$ cat config.mk
export PLATFORM = sky130hd
export DESIGN_NAME = zynq_mem_to_axi3_master
export DESIGN_NICKNAME = d
export VERILOG_FILES = /design/src/rtl/zynq_axi_pkg.sv /design/src/rtl/zynq_axi_beat_counter.sv /design/src/rtl/zynq_mem_to_axi3_master.sv
export SDC_FILE = /design/constraint.sdc
export NUM_CORES = 1
export LEC_CHECK = 0
export CORE_AREA = 2 2 117 119
export DETAILED_ROUTE_END_ITERATION = 16
export DIE_AREA = 0 0 119 121
export DONT_BUFFER_PORTS = 1
export GPL_ROUTABILITY_DRIVEN = 0
export SYNTH_ARGS = -nofsm -noshare
export SYNTH_HDL_FRONTEND = slang
export SYNTH_SLANG_ARGS = --single-unit
$ cat constraint.sdc
create_clock -name clk_i -period 5.5 [get_ports clk_i]
set_input_delay 1.1 -clock clk_i [delete_from_list [all_inputs] [get_ports clk_i]]
set_output_delay 1.1 -clock clk_i [all_outputs]
set_load 0.05 [all_outputs]
$ cat src/rtl/zynq_axi_pkg.sv
// Shared AXI3 constants and controller state type for the memory-to-AXI3 burst master.
package zynq_axi_pkg;

  localparam int axi3_len_w = 4;
  localparam int axi3_id_w  = 6;

  localparam logic [1:0] burst_incr = 2'b01;
  localparam logic [1:0] resp_okay  = 2'b00;

  typedef enum logic [2:0] {
    IDLE,
    WADDR,
    WDATA,
    WRESP,
    RADDR,
    RDATA
  } state_e;

endpackage

$ cat src/rtl/zynq_axi_beat_counter.sv
// Beat counter shared by the W and R paths; last_o flags the final beat of a burst.
module zynq_axi_beat_counter #(
  parameter int burst_len_p = 8
) (
  input  logic clk_i,
  input  logic reset_i,
  input  logic clr_i,
  input  logic inc_i,
  output logic last_o
);

  localparam int cnt_w = (burst_len_p > 1) ? $clog2(burst_len_p) : 1;

  logic [cnt_w-1:0] count;

  assign last_o = (count == cnt_w'(burst_len_p - 1));

  // Wraps to zero on the final beat so a burst of length 1 is always "last".
  always_ff @(posedge clk_i) begin
    if (reset_i || clr_i) begin
      count <= '0;
    end else if (inc_i) begin
      count <= last_o ? '0 : count + cnt_w'(1);
    end
  end

endmodule

$ cat src/rtl/zynq_mem_to_axi3_master.sv
// Turns a valid/ready block request stream into single-outstanding AXI3 INCR bursts,
// passing write and read beats straight through between the accelerator and m00_axi.
module zynq_mem_to_axi3_master
  import zynq_axi_pkg::*;
#(
  parameter int          addr_width_p = 32,
  parameter int          data_width_p = 32,
  parameter int          burst_len_p  = 8,
  parameter int unsigned axi_id_p     = 0
) (
  input  logic                        clk_i,
  input  logic                        reset_i,
  input  logic                        req_v_i,
  input  logic                        req_w_i,
  input  logic [addr_width_p-1:0]     req_addr_i,
  output logic                        req_ready_o,
  input  logic                        wdata_v_i,
  input  logic [data_width_p-1:0]     wdata_i,
  output logic                        wdata_ready_o,
  output logic                        rdata_v_o,
  output logic [data_width_p-1:0]     rdata_o,
  input  logic                        rdata_ready_i,
  output logic                        wr_done_o,
  output logic                        error_o,
  output logic [addr_width_p-1:0]     m00_axi_awaddr,
  output logic [axi3_id_w-1:0]        m00_axi_awid,
  output logic [axi3_len_w-1:0]       m00_axi_awlen,
  output logic [2:0]                  m00_axi_awsize,
  output logic [1:0]                  m00_axi_awburst,
  output logic                        m00_axi_awvalid,
  input  logic                        m00_axi_awready,
  output logic [data_width_p-1:0]     m00_axi_wdata,
  output logic [data_width_p/8-1:0]   m00_axi_wstrb,
  output logic [axi3_id_w-1:0]        m00_axi_wid,
  output logic                        m00_axi_wlast,
  output logic                        m00_axi_wvalid,
  input  logic                        m00_axi_wready,
  input  logic [axi3_id_w-1:0]        m00_axi_bid,
  input  logic [1:0]                  m00_axi_bresp,
  input  logic                        m00_axi_bvalid,
  output logic                        m00_axi_bready,
  output logic [addr_width_p-1:0]     m00_axi_araddr,
  output logic [axi3_id_w-1:0]        m00_axi_arid,
  output logic [axi3_len_w-1:0]       m00_axi_arlen,
  output logic [2:0]                  m00_axi_arsize,
  output logic [1:0]                  m00_axi_arburst,
  output logic                        m00_axi_arvalid,
  input  logic                        m00_axi_arready,
  input  logic [data_width_p-1:0]     m00_axi_rdata,
  input  logic [axi3_id_w-1:0]        m00_axi_rid,
  input  logic [1:0]                  m00_axi_rresp,
  input  logic                        m00_axi_rlast,
  input  logic                        m00_axi_rvalid,
  output logic                        m00_axi_rready
);

  localparam int beat_bytes = data_width_p / 8;
  localparam int off_bits   = $clog2(burst_len_p * beat_bytes);
  localparam logic [addr_width_p-1:0] addr_mask = {addr_width_p{1'b1}} << off_bits;
  localparam logic [axi3_id_w-1:0]    id_c      = axi3_id_w'(axi_id_p);
  localparam logic [axi3_len_w-1:0]   len_c     = axi3_len_w'(burst_len_p - 1);
  localparam logic [2:0]              size_c    = 3'($clog2(beat_bytes));

  state_e                  state;
  logic [addr_width_p-1:0] addr;
  logic                    error;
  logic                    last;
  logic                    run;
  logic                    accept;
  logic                    w_hs;
  logic                    r_hs;

  // Outputs are forced low while reset is held, not just after it is sampled.
  assign run    = ~reset_i;
  assign accept = req_v_i & req_ready_o;
  assign w_hs   = m00_axi_wvalid & m00_axi_wready;
  assign r_hs   = m00_axi_rvalid & m00_axi_rready;

  assign req_ready_o     = run & (state == IDLE);
  assign m00_axi_awvalid = run & (state == WADDR);
  assign m00_axi_arvalid = run & (state == RADDR);
  assign m00_axi_wvalid  = run & (state == WDATA) & wdata_v_i;
  assign wdata_ready_o   = run & (state == WDATA) & m00_axi_wready;
  assign m00_axi_wlast   = (state == WDATA) & last;
  assign m00_axi_bready  = run & (state == WRESP);
  assign wr_done_o       = run & (state == WRESP) & m00_axi_bvalid;
  assign rdata_v_o       = run & (state == RDATA) & m00_axi_rvalid;
  assign m00_axi_rready  = run & (state == RDATA) & rdata_ready_i;
  assign rdata_o         = m00_axi_rdata;
  assign m00_axi_wdata   = wdata_i;
  assign error_o         = error;

  assign m00_axi_awaddr  = addr;
  assign m00_axi_araddr  = addr;
  assign m00_axi_awid    = id_c;
  assign m00_axi_wid     = id_c;
  assign m00_axi_arid    = id_c;
  assign m00_axi_awlen   = len_c;
  assign m00_axi_arlen   = len_c;
  assign m00_axi_awsize  = size_c;
  assign m00_axi_arsize  = size_c;
  assign m00_axi_awburst = burst_incr;
  assign m00_axi_arburst = burst_incr;
  assign m00_axi_wstrb   = '1;

  zynq_axi_beat_counter #(.burst_len_p(burst_len_p)) u_beat_counter (
    .clk_i  (clk_i),
    .reset_i(reset_i),
    .clr_i  (accept),
    .inc_i  (w_hs | r_hs),
    .last_o (last)
  );

  // Address is burst-aligned on accept; misaligned low bits are simply dropped.
  always_ff @(posedge clk_i) begin
    if (accept) begin
      addr <= req_addr_i & addr_mask;
    end
  end

  always_ff @(posedge clk_i) begin
    if (reset_i) begin
      state <= IDLE;
      error <= 1'b0;
    end else begin
      case (state)
        IDLE:  if (req_v_i) state <= req_w_i ? WADDR : RADDR;
        WADDR: if (m00_axi_awready) state <= WDATA;
        WDATA: if (w_hs && last) state <= WRESP;
        WRESP: begin
          if (m00_axi_bvalid) begin
            state <= IDLE;
            if (m00_axi_bresp != resp_okay || m00_axi_bid != id_c) error <= 1'b1;
          end
        end
        RADDR: if (m00_axi_arready) state <= RDATA;
        RDATA: begin
          if (r_hs) begin
            if (last) state <= IDLE;
            if (m00_axi_rresp != resp_okay || m00_axi_rlast != last || m00_axi_rid != id_c)
              error <= 1'b1;
          end
        end
        default: state <= IDLE;
      endcase
    end
  end

endmodule

==> impl_metrics.xml, run 1 <==
<?xml version="1.0" encoding="UTF-8"?>
<metrics>
  <group name="run_status">
    <metric name="run_status" unit="">completed</metric>
  </group>
  <group name="critical_path">
    <metric name="sequence_of_cells_on_the_critical_path" unit="">inv_2 &gt; nor3_2 &gt; and2_1</metric>
    <metric name="timing.critical_path.slowest_stage_cell" unit="">sky130_fd_sc_hd__dfxtp_1</metric>
    <metric name="cp_max_fo" unit="">12</metric>
    <metric name="reg2reg_depth" unit="">3</metric>
    <metric name="worst_ep_arrival_time" unit="ns">2.56</metric>
    <metric name="startpoint_type" unit="">flip-flop</metric>
    <metric name="timing.critical_path.slowest_cell_delay" unit="ns">0.78</metric>
    <metric name="crit_required" unit="ns">4.40</metric>
    <metric name="worstSetupPathType" unit="">flip-flop to output pin</metric>
    <metric name="worstSetupEndpointType" unit="">output pin</metric>
    <metric name="reg2reg_slack" unit="ns">2.64</metric>
  </group>
  <group name="finish">
    <metric name="finish.instance_area" unit="sq um">1991</metric>
    <metric name="insertedDiodeCount" unit="">0</metric>
    <metric name="mostFrequentLayoutCell" unit="">sky130_fd_sc_hd__conb_1</metric>
    <metric name="finish.cell_count_without_fillers" unit="">334</metric>
    <metric name="final_layout_size_suffix_gt1_share" unit="%">13.29</metric>
    <metric name="layout_common_cells" unit="">sky130_fd_sc_hd__conb_1, sky130_fd_sc_hd__edfxtp_1, sky130_fd_sc_hd__nor2_1</metric>
    <metric name="design.final.nets" unit="">283</metric>
    <metric name="layout-area-overhead-vs-synth" unit="%">-21.04</metric>
  </group>
  <group name="cts">
    <metric name="clock-sinks" unit="">34</metric>
    <metric name="tritoncts_clock_tree" unit="">done</metric>
    <metric name="clock_tree.htree_level_count" unit="">2</metric>
    <metric name="clkSlewWorstSetupHoldPaths" unit="ns">0.06</metric>
    <metric name="cts.path.max_buffers" unit="">2</metric>
    <metric name="post_cts.repair.setup_buffers" unit="">0</metric>
    <metric name="cts_hold_repair.buffers" unit="">0</metric>
    <metric name="clock-root-buffer" unit="">sky130_fd_sc_hd__clkbuf_16</metric>
    <metric name="cts_buffers" unit="">5</metric>
    <metric name="postCtsResizedCells" unit="">0</metric>
    <metric name="insertion_delay" unit="ns">0.28</metric>
  </group>
  <group name="synthesis">
    <metric name="synth.cell_area" unit="sq um">2521</metric>
    <metric name="post_synth_inst_count" unit="">247</metric>
    <metric name="yosys_register_bits" unit="">34</metric>
    <metric name="post-synth-top-area-cell" unit="">sky130_fd_sc_hd__buf_4</metric>
    <metric name="synth_warnings" unit="">0</metric>
    <metric name="synth.lib_cells_used.distinct" unit="">38</metric>
    <metric name="share_of_the_synthesized_area_in_the_top_cell_type" unit="%">42.28</metric>
    <metric name="synth.top_cells.by_area" unit="">sky130_fd_sc_hd__buf_4, sky130_fd_sc_hd__edfxtp_1, sky130_fd_sc_hd__dfxtp_1</metric>
    <metric name="postSynthAreaPerCell" unit="sq um">10.21</metric>
    <metric name="yosysSeqAreaShare" unit="%">37.72</metric>
  </group>
  <group name="global_route">
    <metric name="globalRouteOverflowTotal" unit="">0</metric>
    <metric name="number_of_antenna_violations_at_the_first_check_in_global_routing" unit="">0</metric>
    <metric name="grt_pass1_wl" unit="mm">6.768</metric>
    <metric name="grt_max_degree" unit="">28</metric>
    <metric name="grt_use_total" unit="%">6.725</metric>
    <metric name="vias_in_the_first_global_route" unit="">996</metric>
  </group>
  <group name="floorplan">
    <metric name="initial_utilization" unit="%">19.27</metric>
    <metric name="die_ar" unit="sq um">14400</metric>
    <metric name="std_cell_rows" unit="">42</metric>
    <metric name="die_y" unit="um">121</metric>
    <metric name="ios" unit="">303</metric>
    <metric name="die_width" unit="um">119</metric>
    <metric name="core_footprint" unit="sq um">13090</metric>
  </group>
  <group name="timing">
    <metric name="clock.fmax" unit="MHz">272.9</metric>
    <metric name="finalSetupViolCount" unit="">0</metric>
    <metric name="post-route-period-util" unit="%">66.63</metric>
    <metric name="tightest_slew" unit="ns">1.120</metric>
    <metric name="timing.clock.skew" unit="ns">0.01113</metric>
    <metric name="report.final.hold_viol_count" unit="">0</metric>
    <metric name="timing.final.crit_period" unit="ns">3.664</metric>
    <metric name="setup_total_negative_slack" unit="ns">0</metric>
    <metric name="hold_slack" unit="ns">0.5242</metric>
    <metric name="timing_max_transition_violations_final" unit="">0</metric>
    <metric name="grt_setup_unrepaired" unit="">false</metric>
    <metric name="max-slew-margin-rel" unit="%">25.32</metric>
  </group>
  <group name="placement">
    <metric name="placed_area" unit="sq um">1849</metric>
    <metric name="placement.io_buffers" unit="">0</metric>
    <metric name="estimated_wirelength_of_the_detail_placed_design" unit="mm">4.621</metric>
    <metric name="place.detailed.instances" unit="">326</metric>
  </group>
  <group name="run">
    <metric name="max_cap_violations" unit="">0</metric>
  </group>
  <group name="route">
    <metric name="average_wire_length_per_cell_after_detail_routing" unit="um">15.93</metric>
    <metric name="detailedRoute.firstIterationViolations" unit="">59</metric>
    <metric name="viasPerCell" unit="">3.380</metric>
    <metric name="final_antenna_net_count" unit="">0</metric>
    <metric name="drt-total-wl" unit="mm">5.320</metric>
    <metric name="routed-via-count" unit="">1129</metric>
    <metric name="detailed_router_iteration_count_before_antenna_repair" unit="">4</metric>
    <metric name="drc_errors" unit="">0</metric>
  </group>
  <group name="pwr">
    <metric name="power.total" unit="mW">1.012</metric>
    <metric name="leakage" unit="nW">0.7169</metric>
    <metric name="power_density" unit="nW/um^2">508.5</metric>
    <metric name="worst_ir_drop_vdd" unit="uV">122.2</metric>
  </group>
  <group name="worst_hold_path">
    <metric name="hold_path_class" unit="">flip-flop to flip-flop</metric>
    <metric name="holdPathStages" unit="">2</metric>
  </group>
</metrics>
-- final cells by class --
type                       count  area [sq um]
fill                        1439         11090
sequential                    34         950.9
multi-input combinational    112         663.1
tap                          176         220.2
clock buffer                   5         125.1
clock inverter                 3         16.27
inverter                       4         15.01
-- where the power goes --
part	internal [mW]	switching (mW)	total (mW)
clock network	0.165	0.0967	0.261
registers	0.323	0.219	0.542
logic	0.0432	0.165	0.209
total	0.531	0.481	1.01
-- routing by layer --
layer	wire, um	track usage [%]	up-vias
met5	0	0	-
met4	338	5.283	0
met3	911	4.229	36
met2	2650	12.00	157
met1	1420	5.108	487
li1	-	-	449
-- through the flow --
stage | worst slack [ns] | utilization, %
global placement | 2.056 | 14.13
global route | 1.728 | 15.21
CTS | 1.803 | 15.21
floorplan | 1.401 | -
finish | 1.836 | 15.21
detailed placement | 2.061 | 14.13
-- cell families (layout without fill, tap and decap cells) --
| group | count (synthesis) | in the layout | synth area share, % |
|---|---|---|---|
| buf+inv | 149 | 12 | 43.92 |
| simple gates | 42 | 42 | 9.479 |
| flops | 34 | 34 | 37.72 |
| compound gates | 12 | 12 | 5.261 |
| mux | 5 | 5 | 1.985 |
| fa+ha+maj | 2 | 2 | 0.9924 |
| other cells | 2 | 50 | 0.2979 |
| xor+xnor | 1 | 1 | 0.3475 |
-- final timing paths --
| kind | startpoint | endpoint |
|---|---|---|
| max reg2reg | state[0] | m00_axi_araddr[25] |
| min reg2reg | u_beat_counter.count[2] | u_beat_counter.count[2] |
| max | state[1] | wr_done_o |
| min | u_beat_counter.count[2] | u_beat_counter.count[2] |
-- cells in the mapped netlist --
master and count:
sky130_fd_sc_hd__nor2_1 14, sky130_fd_sc_hd__buf_4 142, sky130_fd_sc_hd__o21ai_0 1, sky130_fd_sc_hd__nand4b_2 1, sky130_fd_sc_hd__or4_1 2, sky130_fd_sc_hd__and2_1 2, sky130_fd_sc_hd__or2_4 1, sky130_fd_sc_hd__nor3_1 7
sky130_fd_sc_hd__buf_1 1, sky130_fd_sc_hd__nand2_1 5, sky130_fd_sc_hd__xnor2_1 1, sky130_fd_sc_hd__a2111oi_2 1, sky130_fd_sc_hd__o32ai_1 1, sky130_fd_sc_hd__inv_2 2, sky130_fd_sc_hd__edfxtp_1 27, sky130_fd_sc_hd__a2111oi_0 1
sky130_fd_sc_hd__nand2b_1 2, sky130_fd_sc_hd__nand4b_4 1, sky130_fd_sc_hd__inv_1 2, sky130_fd_sc_hd__conb_1 2, sky130_fd_sc_hd__a21o_1 1, sky130_fd_sc_hd__a22o_1 1, sky130_fd_sc_hd__dfxtp_1 7, sky130_fd_sc_hd__a31o_2 1
sky130_fd_sc_hd__a221oi_2 1, sky130_fd_sc_hd__nor2_2 1, sky130_fd_sc_hd__mux2i_1 5, sky130_fd_sc_hd__and3_1 2, sky130_fd_sc_hd__ha_1 2, sky130_fd_sc_hd__nor4_1 1, sky130_fd_sc_hd__o31ai_1 1, sky130_fd_sc_hd__and2b_1 1
sky130_fd_sc_hd__o2111a_1 1, sky130_fd_sc_hd__o2111ai_1 1, sky130_fd_sc_hd__buf_6 2, sky130_fd_sc_hd__nand4_1 1, sky130_fd_sc_hd__o32ai_4 1, sky130_fd_sc_hd__or3_1 1
-- sequential cells by signal, indices dropped and copies added, names as in the netlist --
register / cells
error_o: 1
u_beat_counter.count: 3
state: 3
m00_axi_araddr: 27
-- worst max-delay path, delay by kind of cell (launching register included) --
family,cells,cell delay [ns]
flip-flops,1,0.78
buffers and inverters,1,0.19
AND/OR/NAND/NOR,2,1.32
Power figures use the tool's default switching activity.
==> run 2: changes to the inputs <==
Clock period 5.5 ns to 3 ns, I/O delays scaled along.
==> run 2 against run 1 <==
  * First-iteration DRC count fell by 34%
  * Die area did not move
  * Largest power group unchanged
  * Critical path depth rose by 1
  * Sequential share of layout area fell by 3.1 points
  * Combinational power rose by 100%
  * Clock skew fell by 0.0014 ns
  * Clock-buffer cell count did not move
  * Total power rose by 100%
  * Cell count rose by 3.0%
  * Hold slack got worse by 0.14 ns
  * Utilization rose by 1.1 points
  * Setup slack got worse by 1.2 ns
==> impl_metrics.xml, run 2 (synthesis gave the netlist of run 1 again) <==
<?xml version="1.0" encoding="UTF-8"?>
<metrics>
  <group name="run_status">
    <metric name="run_status" unit="">completed</metric>
  </group>
  <group name="critical_path">
    <metric name="cp_max_fo" unit="">11</metric>
    <metric name="crit_required" unit="ns">2.40</metric>
    <metric name="startpoint_type" unit="">flip-flop</metric>
    <metric name="critical_r2r_launch" unit="">state[0]</metric>
    <metric name="reg2reg_depth" unit="">5</metric>
    <metric name="worstSetupPathType" unit="">flip-flop to output pin</metric>
    <metric name="critical_path.startpoint" unit="">state[2]</metric>
    <metric name="worstSetupEndpointType" unit="">output pin</metric>
    <metric name="worst_ep_arrival_time" unit="ns">1.76</metric>
  </group>
  <group name="global_route">
    <metric name="number_of_antenna_violations_at_the_first_check_in_global_routing" unit="">0</metric>
    <metric name="grt_pass1_wl" unit="mm">7.155</metric>
    <metric name="grt_max_degree" unit="">28</metric>
    <metric name="grt_use_total" unit="%">7.151</metric>
    <metric name="globalRouteOverflowTotal" unit="">0</metric>
    <metric name="vias_in_the_first_global_route" unit="">1072</metric>
  </group>
  <group name="timing">
    <metric name="max-slew-margin-rel" unit="%">36.47</metric>
    <metric name="grt_setup_unrepaired" unit="">false</metric>
    <metric name="clock.fmax" unit="MHz">423.3</metric>
    <metric name="tightest_slew" unit="ns">0.9549</metric>
    <metric name="timing_max_transition_violations_final" unit="">0</metric>
    <metric name="timing.final.crit_period" unit="ns">2.362</metric>
    <metric name="setup_total_negative_slack" unit="ns">0</metric>
    <metric name="post-route-period-util" unit="%">78.74</metric>
    <metric name="report.final.hold_viol_count" unit="">0</metric>
    <metric name="timing.clock.skew" unit="ns">0.009714</metric>
    <metric name="finalSetupViolCount" unit="">0</metric>
  </group>
  <group name="finish">
    <metric name="layout_common_cells" unit="">sky130_fd_sc_hd__conb_1, sky130_fd_sc_hd__edfxtp_1, sky130_fd_sc_hd__nor2_1</metric>
    <metric name="final_layout_size_suffix_gt1_share" unit="%">19.05</metric>
    <metric name="fillCellCount" unit="">1426</metric>
    <metric name="insertedDiodeCount" unit="">0</metric>
    <metric name="layout-area-overhead-vs-synth" unit="%">-15.48</metric>
    <metric name="design.final.nets" unit="">293</metric>
    <metric name="largest_register_ffs" unit="">27</metric>
    <metric name="seqCellArea" unit="sq um">950.9</metric>
    <metric name="finish.utilization" unit="%">16.28</metric>
    <metric name="mostFrequentLayoutCell" unit="">sky130_fd_sc_hd__conb_1</metric>
    <metric name="multiInputGateArea" unit="sq um">663.1</metric>
  </group>
  <group name="worst_hold_path">
    <metric name="hold_path_class" unit="">input port to flip-flop</metric>
    <metric name="min-delay-start" unit="">reset_i</metric>
    <metric name="holdPathStages" unit="">1</metric>
  </group>
  <group name="pwr">
    <metric name="leakage" unit="nW">0.8000</metric>
    <metric name="power_density" unit="nW/um^2">968.7</metric>
    <metric name="sw_frac_of_total" unit="%">43.35</metric>
    <metric name="clock_power_share" unit="%">32.3</metric>
    <metric name="power.internal" unit="mW">1.169</metric>
    <metric name="switching_power" unit="uW">894.8</metric>
    <metric name="p_comb_share" unit="%">20.7</metric>
    <metric name="share_seq_of_total_power" unit="%">47.1</metric>
    <metric name="worst_ir_drop_vdd" unit="uV">207.1</metric>
  </group>
  <group name="floorplan">
    <metric name="die_y" unit="um">121</metric>
    <metric name="die_ar" unit="sq um">14400</metric>
    <metric name="std_cell_rows" unit="">42</metric>
    <metric name="die_width" unit="um">119</metric>
    <metric name="core_footprint" unit="sq um">13090</metric>
    <metric name="ios" unit="">303</metric>
    <metric name="initial_utilization" unit="%">19.27</metric>
  </group>
  <group name="route">
    <metric name="average_wire_length_per_cell_after_detail_routing" unit="um">15.96</metric>
    <metric name="drt-total-wl" unit="mm">5.490</metric>
    <metric name="drc_errors" unit="">0</metric>
    <metric name="detailed_router_iteration_count_before_antenna_repair" unit="">2</metric>
    <metric name="final_antenna_net_count" unit="">0</metric>
    <metric name="viasPerCell" unit="">3.323</metric>
    <metric name="detailedRoute.firstIterationViolations" unit="">39</metric>
    <metric name="routed-via-count" unit="">1143</metric>
  </group>
  <group name="cts">
    <metric name="clkSlewWorstSetupHoldPaths" unit="ns">0.06</metric>
    <metric name="clock_tree.htree_level_count" unit="">2</metric>
    <metric name="cts_buffers" unit="">5</metric>
    <metric name="post_cts.repair.setup_buffers" unit="">0</metric>
    <metric name="insertion_delay" unit="ns">0.28</metric>
    <metric name="cts.path.max_buffers" unit="">2</metric>
    <metric name="postCtsResizedCells" unit="">0</metric>
    <metric name="cts_hold_repair.buffers" unit="">0</metric>
    <metric name="clock-sinks" unit="">34</metric>
    <metric name="clock-root-buffer" unit="">sky130_fd_sc_hd__clkbuf_16</metric>
    <metric name="tritoncts_clock_tree" unit="">done</metric>
  </group>
  <group name="placement">
    <metric name="estimated_wirelength_of_the_detail_placed_design" unit="mm">4.741</metric>
    <metric name="placement.io_buffers" unit="">0</metric>
  </group>
  <group name="run">
    <metric name="max_cap_violations" unit="">0</metric>
  </group>
</metrics>
## run 2: cell count changes in the layout (fill, tap and decap cells not counted)
| cell | delta |
|---|---|
| sky130_fd_sc_hd__buf_12 | +1 |
| sky130_fd_sc_hd__buf_4 | +9 |
| sky130_fd_sc_hd__bufinv_16 | +2 |
| sky130_fd_sc_hd__clkinv_1 | -1 |
| sky130_fd_sc_hd__clkinv_2 | -1 |
| sky130_fd_sc_hd__clkinv_4 | +1 |
| sky130_fd_sc_hd__clkinvlp_4 | -1 |
## run 2: worst paths after layout
path / endpoint / slack (ns)
min reg2reg: u_beat_counter.count[1] / 0.52
max reg2reg: m00_axi_araddr[6] / 1.06
min: error_o / 0.38
max: m00_axi_rready / 0.64
## run 2: worst max-delay path, cell delays in order, from the launching register on
cell	delay [ns]
sky130_fd_sc_hd__dfxtp_1	0.54
sky130_fd_sc_hd__inv_2	0.13
sky130_fd_sc_hd__or3_1	0.47
sky130_fd_sc_hd__nor2_1	0.13
sky130_fd_sc_hd__buf_4	0.21
## run 2: layer usage
layer | share of wire [%] | track usage, % | up-vias
met1 | 27 | 5.120 | 495
met5 | 0 | 0 | -
met3 | 17 | 5.169 | 25
met4 | 4.0 | 4.539 | 0
li1 | - | - | 467
met2 | 52 | 13.15 | 156
## run 2: power by group through the flow
stage          logic, mW  clock network (mW)  registers (mW)
3_5_place_dp       0.430                   0           0.982
6_report           0.426               0.666           0.971
2_1_floorplan      0.892                   0           0.790
3_3_place_gp       0.425                   0           0.979
5_1_grt            0.452               0.713           0.982
4_1_cts            0.431               0.692           0.972
## run 2: per-stage QoR
| step | hold WS, ns | std cells | power (mW) | worst slack [ns] | area [sq um] |
|---|---|---|---|---|---|
| floorplan | 0.4646 | 295 | 1.682 | 0.2995 | 2711 |
| global placement | 0.4826 | 336 | 1.404 | 0.9567 | 1937 |
| detailed placement | 0.5164 | 336 | 1.412 | 0.9462 | 1937 |
| CTS | 0.3676 | 344 | 2.095 | 0.6328 | 2131 |
| global route | 0.3682 | 344 | 2.148 | 0.5452 | 2131 |
| finish | 0.3803 | 344 | 2.064 | 0.6378 | 2131 |
## run 2: final cells by class
type | instances | share of cell area [%]
inverters | 4 | 0.7046
clock buffers | 5 | 5.872
well taps | 176 | 10.33
multi-input cells | 112 | 31.12
repair buffers | 10 | 4.110
flip-flops and latches | 34 | 44.63
clock inverters | 3 | 3.230
